### config.mk
export PLATFORM = sky130hd
export DESIGN_NAME = tick_sequencer
export DESIGN_NICKNAME = d
export VERILOG_FILES = /design/src/rtl/tick_sequencer_pkg.sv /design/src/rtl/tick_sequencer.sv
export SDC_FILE = /design/constraint.sdc
export NUM_CORES = 1
export LEC_CHECK = 0
export ABC_CLOCK_PERIOD_IN_PS = 3500
export CORE_AREA = 2 2 39 41
export DETAILED_ROUTE_END_ITERATION = 10
export DIE_AREA = 0 0 41 43
export GPL_TIMING_DRIVEN = 0
export PLACE_DENSITY = 0.65
export SYNTH_ARGS = -nofsm -noshare
export SYNTH_HDL_FRONTEND = slang
export SYNTH_SLANG_ARGS = --single-unit
### constraint.sdc
create_clock -name CLK -period 3.5 [get_ports CLK]
set_clock_uncertainty 0.15 [all_clocks]
set_input_delay 0.7 -clock CLK [delete_from_list [all_inputs] [get_ports CLK]]
set_output_delay 0.7 -clock CLK [all_outputs]
set_load 0.02 [all_outputs]
### src/rtl/tick_sequencer_pkg.sv
// Shared sequencer/timer constants: FSM encodings, TIMR_* values and a step helper.
// Pure declarations; no logic, no latency.
// No flow control here; the importing modules own all handshakes.
package tick_sequencer_pkg;

  // Sequencer FSM encodings (2-bit); 2'b11 is illegal and recovers to idle.
  typedef enum logic [1:0] {
    SEQ_IDLE_S = 2'b00,
    SEQ_ARM_S  = 2'b01,
    SEQ_WAIT_S = 2'b10
  } seq_state_e;

  // Interval timer constants shared with the sibling timer instance.
  localparam int         TIMR_CNT_W  = 24;
  localparam logic [1:0] TIMR_IDLE_S = 2'b00;
  localparam logic [1:0] TIMR_RUN_S  = 2'b01;

  // Step width is fixed at 4 bits so NUM_STEPS can reach 16.
  localparam int SEQ_STEP_W = 4;

  // Advance a step index, wrapping to zero after the last step.
  function automatic logic [SEQ_STEP_W-1:0] seq_next_step(
    input logic [SEQ_STEP_W-1:0] step,
    input logic [SEQ_STEP_W-1:0] last
  );
    seq_next_step = (step == last) ? '0 : step + 4'd1;
  endfunction

endpackage

### src/rtl/tick_sequencer.sv
// Tick sequencer: walks NUM_STEPS steps, one per TICK from the interval timer; optional watchdog under SEQ_WDOG_EN.
// Latency: every output is registered, reacting one clock after the input that caused it.
// No backpressure: GO/ABORT/TICK are single-cycle pulses; ABORT has top priority, GO ignored while busy.
module tick_sequencer
  import tick_sequencer_pkg::*;
#(
  parameter int NUM_STEPS   = 8,
  parameter int WDOG_CYCLES = 4194304
) (
  input  logic                  CLK,
  input  logic                  RST_N,
  input  logic                  GO,
  input  logic                  ABORT,
  input  logic                  LOOP,
  input  logic                  TICK,
  output logic                  START_TMR,
  output logic [SEQ_STEP_W-1:0] STEP,
  output logic                  STEP_PULSE,
  output logic                  DONE,
  output logic                  BUSY,
  output logic                  ERR
);

  localparam logic [SEQ_STEP_W-1:0] LAST_STEP = SEQ_STEP_W'(NUM_STEPS - 1);

  // Catch illegal configurations at elaboration time.
  if (NUM_STEPS < 2 || NUM_STEPS > 16) begin : g_bad_num_steps
    $error("tick_sequencer: NUM_STEPS must be in 2..16");
  end
  if (WDOG_CYCLES < 2) begin : g_bad_wdog_cycles
    $error("tick_sequencer: WDOG_CYCLES must be at least 2");
  end

  seq_state_e            state_q, state_d;
  logic [SEQ_STEP_W-1:0] step_q, step_d;
  logic                  start_tmr_q, start_tmr_d;
  logic                  step_pulse_q, step_pulse_d;
  logic                  done_q, done_d;
  logic                  busy_q, busy_d;
  logic                  wdog_trip;
  logic                  at_last;

  assign at_last = (step_q == LAST_STEP);

`ifdef SEQ_WDOG_EN
  localparam int                WDOG_W    = $clog2(WDOG_CYCLES + 1);
  localparam logic [WDOG_W-1:0] WDOG_LAST = WDOG_W'(WDOG_CYCLES - 1);

  logic [WDOG_W-1:0] wdog_cnt_q, wdog_cnt_d;
  logic              err_q, err_d;
  logic              wait_idle;

  // Count consecutive WAIT cycles with no TICK; trip on the WDOG_CYCLES-th one.
  always_comb begin
    wait_idle  = (state_q == SEQ_WAIT_S) && !TICK && !ABORT;
    wdog_trip  = wait_idle && (wdog_cnt_q == WDOG_LAST);
    wdog_cnt_d = '0;
    if (wait_idle && !wdog_trip) begin
      wdog_cnt_d = wdog_cnt_q + 1'b1;
    end
  end

  // Sticky error: set by a trip, cleared only by reset or an accepted GO.
  always_comb begin
    err_d = err_q;
    if (!ABORT && state_q == SEQ_IDLE_S && GO) begin
      err_d = 1'b0;
    end
    if (wdog_trip) begin
      err_d = 1'b1;
    end
  end

  // Watchdog registers.
  always_ff @(posedge CLK or negedge RST_N) begin
    if (!RST_N) begin
      wdog_cnt_q <= '0;
      err_q      <= 1'b0;
    end else begin
      wdog_cnt_q <= wdog_cnt_d;
      err_q      <= err_d;
    end
  end

  assign ERR = err_q;
`else
  assign wdog_trip = 1'b0;
  assign ERR       = 1'b0;
`endif

  // State register.
  always_ff @(posedge CLK or negedge RST_N) begin
    if (!RST_N) begin
      state_q <= SEQ_IDLE_S;
    end else begin
      state_q <= state_d;
    end
  end

  // Next-state: ABORT wins everything; a GO seen while DONE is still high re-arms via ARM.
  always_comb begin
    state_d = state_q;
    if (ABORT) begin
      state_d = SEQ_IDLE_S;
    end else begin
      case (state_q)
        SEQ_IDLE_S: begin
          if (GO) begin
            state_d = done_q ? SEQ_ARM_S : SEQ_WAIT_S;
          end
        end
        SEQ_ARM_S: begin
          state_d = SEQ_WAIT_S;
        end
        SEQ_WAIT_S: begin
          if (wdog_trip) begin
            state_d = SEQ_IDLE_S;
          end else if (TICK && at_last && !LOOP) begin
            state_d = SEQ_IDLE_S;
          end
        end
        default: begin
          state_d = SEQ_IDLE_S;
        end
      endcase
    end
  end

  // Output next-values: strobes default low, STEP holds unless something moves it.
  always_comb begin
    step_d       = step_q;
    start_tmr_d  = 1'b0;
    step_pulse_d = 1'b0;
    done_d       = 1'b0;
    if (ABORT) begin
      step_d = '0;
    end else begin
      case (state_q)
        SEQ_IDLE_S: begin
          if (GO) begin
            step_d      = '0;
            start_tmr_d = 1'b1;
          end
        end
        SEQ_ARM_S: begin
          // The timer was armed on entry to ARM; nothing more to issue here.
          step_d = step_q;
        end
        SEQ_WAIT_S: begin
          if (wdog_trip) begin
            step_d = '0;
          end else if (TICK) begin
            step_d = seq_next_step(step_q, LAST_STEP);
            if (!at_last || LOOP) begin
              step_pulse_d = 1'b1;
              start_tmr_d  = 1'b1;
            end else begin
              done_d = 1'b1;
            end
          end
        end
        default: begin
          step_d = '0;
        end
      endcase
    end
    busy_d = (state_d != SEQ_IDLE_S);
  end

  // Output registers.
  always_ff @(posedge CLK or negedge RST_N) begin
    if (!RST_N) begin
      step_q       <= '0;
      start_tmr_q  <= 1'b0;
      step_pulse_q <= 1'b0;
      done_q       <= 1'b0;
      busy_q       <= 1'b0;
    end else begin
      step_q       <= step_d;
      start_tmr_q  <= start_tmr_d;
      step_pulse_q <= step_pulse_d;
      done_q       <= done_d;
      busy_q       <= busy_d;
    end
  end

  assign STEP       = step_q;
  assign START_TMR  = start_tmr_q;
  assign STEP_PULSE = step_pulse_q;
  assign DONE       = done_q;
  assign BUSY       = busy_q;

endmodule

Yosys cells after proc, flatten, opt, wreduce, memory -nomap -nowiden
Cells that the tools add are included.
Widths: inputs -> output; s select.
- bits in registers: 10
- bits of input ports: 6
- output and inout port bits: 9
- word-level logic and storage cells: 42
- $add $sub $neg: 1
- eq/ne operators: 6
- mux-type cells: 21
- reduce and logical (&&, ||, !) cells: 8
- operator list (cell ; number):
    $mux 4 ; 4
    $pmux 4 s3 ; 1
    $mux 1 ; 10
    $mux 2 ; 4
    $ne 3x3->1 const B ; 2
    $pmux 2 s3 ; 1
    $add 4x1->4 const B ; 1
    $eq 4x3->1 const B ; 1
    $reduce_and 3->1 ; 1
    $eq 2x1->1 const B ; 1
    $eq 2x2->1 const B ; 1
    $logic_and 1x1->1 ; 2
    $logic_not 1->1 ; 2
    $logic_not 2->1 ; 1
    $ne 2x2->1 const B ; 1
    $pmux 1 s2 ; 1
    $reduce_bool 2->1 ; 1
    $logic_or 1x1->1 ; 1

Depth between registers and ports, before layout
- depth in word-level cells: 7
- mapped depth: 5
- depth with buffers taken out: 5

Worst setup path after synthesis
No wires, ideal clock.
- path kind: input to register
- start point: input GO
- end point: register step_q[1], in the netlist STEP[1]
- setup time: 0.125 ns
- data arrival time: 1.345 ns
- required time: 3.225 ns
- path slack: 1.880 ns
- cell stages on the path: 4
- path buffers: 0
- cells stage by stage: and2b_1 > o22ai_2 > nand2b_2 > mux2_4
- cells in the longest elaborated chain, start to end: 2
- RTL lines (element ; line ; text):
    start, declared ; tick_sequencer.sv:12 ; input logic GO,
    $ne 3x3->1 (no source line) ; n/a ;
    $reduce_and 3->1 (no source line) ; n/a ;
    end signal, assigned ; tick_sequencer.sv:179 ; step_q <= step_d;
    end, declared ; tick_sequencer.sv:35 ; logic [SEQ_STEP_W-1:0] step_q, step_d;
No other way between the ends.
A chain may end at the register's enable or synchronous reset.

Worst setup path in the final report
- start point: register step_q[2], in the netlist STEP[2]
- end point: output STEP[2]
- RTL lines (element ; line ; text):
    end, declared ; tick_sequencer.sv:17 ; output logic [SEQ_STEP_W-1:0] STEP,
No word-level cell between the ends.

==> summary.md <==
| Metric | Value |
|---|---|
| Outcome | completed |
| Final total negative setup slack | 0 ps |
| Die height | 43 um |
| Post-Synth Simple-Gate Area | 24.7% |
| Max Freq | 462 MHz |
| Synth Area in XOR/XNOR | 0% |
| CP Launch Type | flop |
| Crit path time final | 2170 ps |
| Starting Density | 35.2% |
| Synthesized area | 487 um2 |
| Layout cells sized above 1 | 12.7% |
| Area Overhead vs Synth | 38.3% |
| Worst Hold Slack | 393 ps |
| Hold path depth | 1 |
| H-tree depth | 1 |
| Crit-path max FO | 6 |
| Hold_buf cts | 0 |
| Synth cell types | 26 |
| Critical path depth in cells | 1 |
| Setup violators final | 0 |
| Post-synthesis adder-cell area fraction | 2.57% |
| Top area cells in the synthesized netlist | dfrtp_1 51%, nor2_1 4.6%, a31oi_1 3.9% |
| Die Area | 1760 um2 |
| Pwr/cell area | 399 nW/um2 |
| Nets | 71 |
| Register area share after synthesis | 51.4% |
| Register bit count reported by yosys | 10 |
| Main combinational cell family by area after synthesis | simple AND/OR/NAND/NOR gates |
| Setup Crit Path Kind | flop to primary output |
| Number of gates resized after cts | 0 |
| Final period util | 61.9% |
| Crit-path leading delay family | buffers and inverters |
| Initial DRT Pass Iterations | 5 |
| GRT overflow | 0 |
| Number of synthesized flops with an enable pin | 0 |
| Post-synthesis cell count | 46 |
| DRC viols | 0 |
| Final HPWL DP | 710 um |
| Synth warn | 0 |
| Final hold vios | 0 |
| Worst vdd ir | 0.000197 V |
| DRT Wirelength | 925 um |
| Max incr delay on CP | 630 ps |
| Die W | 41 um |
| Required time worst endpoint | 2650 ps |
| Top cells by count, synth | 10 x dfrtp_1, 6 x nor2_1, 4 x nand2_1 |
| First-pass GRT wire length | 1.57 mm |
| Synth top area share | 51.4% |
| CTS buffer count | 3 |
| Clock Path Buffers | 2 |
| Main synth FF type | dfrtp_1 |
| Pin count of the biggest net entering global routing | 11 |
| Vias in the first global route | 371 |
| Clock-pin slew on the worst setup and hold paths | 70 ps |
| Compound-Gate Fraction of Synth Area | 13.1% |
| Nature of the critical path endpoint | primary output |
| PortBufs | 13 |
| CTS Root Cell | clkbuf_4 |
| Max-slew violation count | 0 |
| Worst-Skew Late Latency | 260 ps |
| Most frequent cell after synthesis | dfrtp_1 |
| Total clock sinks | 10 |
| RSZ-0062 raised after global routing | no |
| Slowest CP cell | clkdlybuf4s50_1 |
| Max Cap Viol | 0 |
| Ports | 15 |
| Initial antenna violation count | 0 |
| R2R cell count | 4 |
| Avg Inst Size Synth | 10.6 um2 |
| Mux cell area share after synthesis | 5.14% |
| N_diodes | 0 |
| Syn_nets | 53 |
| Synth async-reset ratio | 100% |
| Buf/Inv on CP | 1 |
| Crit path cell chain | clkdlybuf4s50_1 |
| Final ANT Viol Nets | 0 |
| Post-CTS Setup Inserts | 0 |
| Arrival @ worst endpoint | 1320 ps |
| Fillcell total | 143 |
| Final Wtd Congestion | 0.790 |
| HP Class | flop to flop |
| Area of the core | 1380 um2 |
| Vias per inst | 5.05 |
| Total global-route track usage | 13.9% |
| Site row count | 14 |
| Post-layout power | 269 uW |
| TritonCTS clock tree | yes |
| Largest area contributor in the netlist | dfrtp_1 |
| Routed vias | 399 |
| Pleak | 0.295 nW |
| WL per Instance | 11.7 um |
| Initial detailed-routing violation count | 2 |
[per-stage QoR]
step | utilization [%] | instances | setup slack (ps) | cell area, um2
final | 48.6 | 79 | 1330 | 673
after detailed placement | 46.0 | 75 | 1290 | 637
after floorplan | - | 46 | 1880 | 487
after global placement | 46.0 | 75 | 1300 | 637
after global routing | 48.6 | 79 | 1260 | 673
after CTS | 48.6 | 79 | 1320 | 673
[power by group]
group / switching (mW) / internal, mW / total, mW
logic: 0.0203 / 0.0204 / 0.0407
clock network: 0.0396 / 0.0632 / 0.103
registers: 0.00441 / 0.121 / 0.125
[registers in the layout, indices dropped and copies added, names as in the netlist]
name	count
START_TMR	1
STEP_PULSE	1
state_q	2
STEP	4
BUSY	1
DONE	1
[layout by cell type, fill, tap and decap left out, types with 2 or more instances in the layout]
cell type / netlist / final
a31oi_1: 3 / 3
clkbuf_4: 0 / 3
clkdlybuf4s50_1: 0 / 13
dfrtp_1: 10 / 10
nand2_1: 4 / 4
nor2_1: 6 / 6
o31ai_1: 2 / 2
[cell type report]
class	count	area (um2)	share of cell area, %
Tap cell	16	20.0	2.97
Inverter	1	3.75	0.558
Sequential cell	10	250	37.2
Clock buffer	4	36.3	5.39
Timing Repair Buffer	13	130	19.3
Buffer	1	7.51	1.12
Multi-Input combinational cell	34	225	33.5
[routing by layer]
metal,track usage (%),up-vias,wire length [um]
met5,0,-,0
met2,18.8,12,443
li1,-,199,-
met1,17.5,186,413
met4,12.0,0,14
met3,3.14,2,53
[path summary, 6_finish.rpt]
path	start	slack (ps)	to
worst max-delay path	STEP[2]$_DFFE_PN0P_	1330	STEP[2]
worst min-delay path	STEP[0]$_DFFE_PN0P_	390	STEP[0]$_DFFE_PN0P_
worst max register to register	state_q[0]$_DFF_PN0_	2050	STEP[1]$_DFFE_PN0P_
worst min register to register	STEP[0]$_DFFE_PN0P_	390	STEP[0]$_DFFE_PN0P_
max in group asynchronous	RST_N	2310	STEP_PULSE$_DFF_PN0_
min in group asynchronous	RST_N	590	STEP[2]$_DFFE_PN0P_
[cells by family after synthesis]
family | count (synthesis)
adder cells (fa/ha/maj) | 1
AO/OA/AOI/OAI | 9
buffers and inverters | 2
multiplexers | 2
flip-flops | 10
AND/OR/NAND/NOR | 21
other | 1
Note: power is estimated with default switching activity, not from simulation.
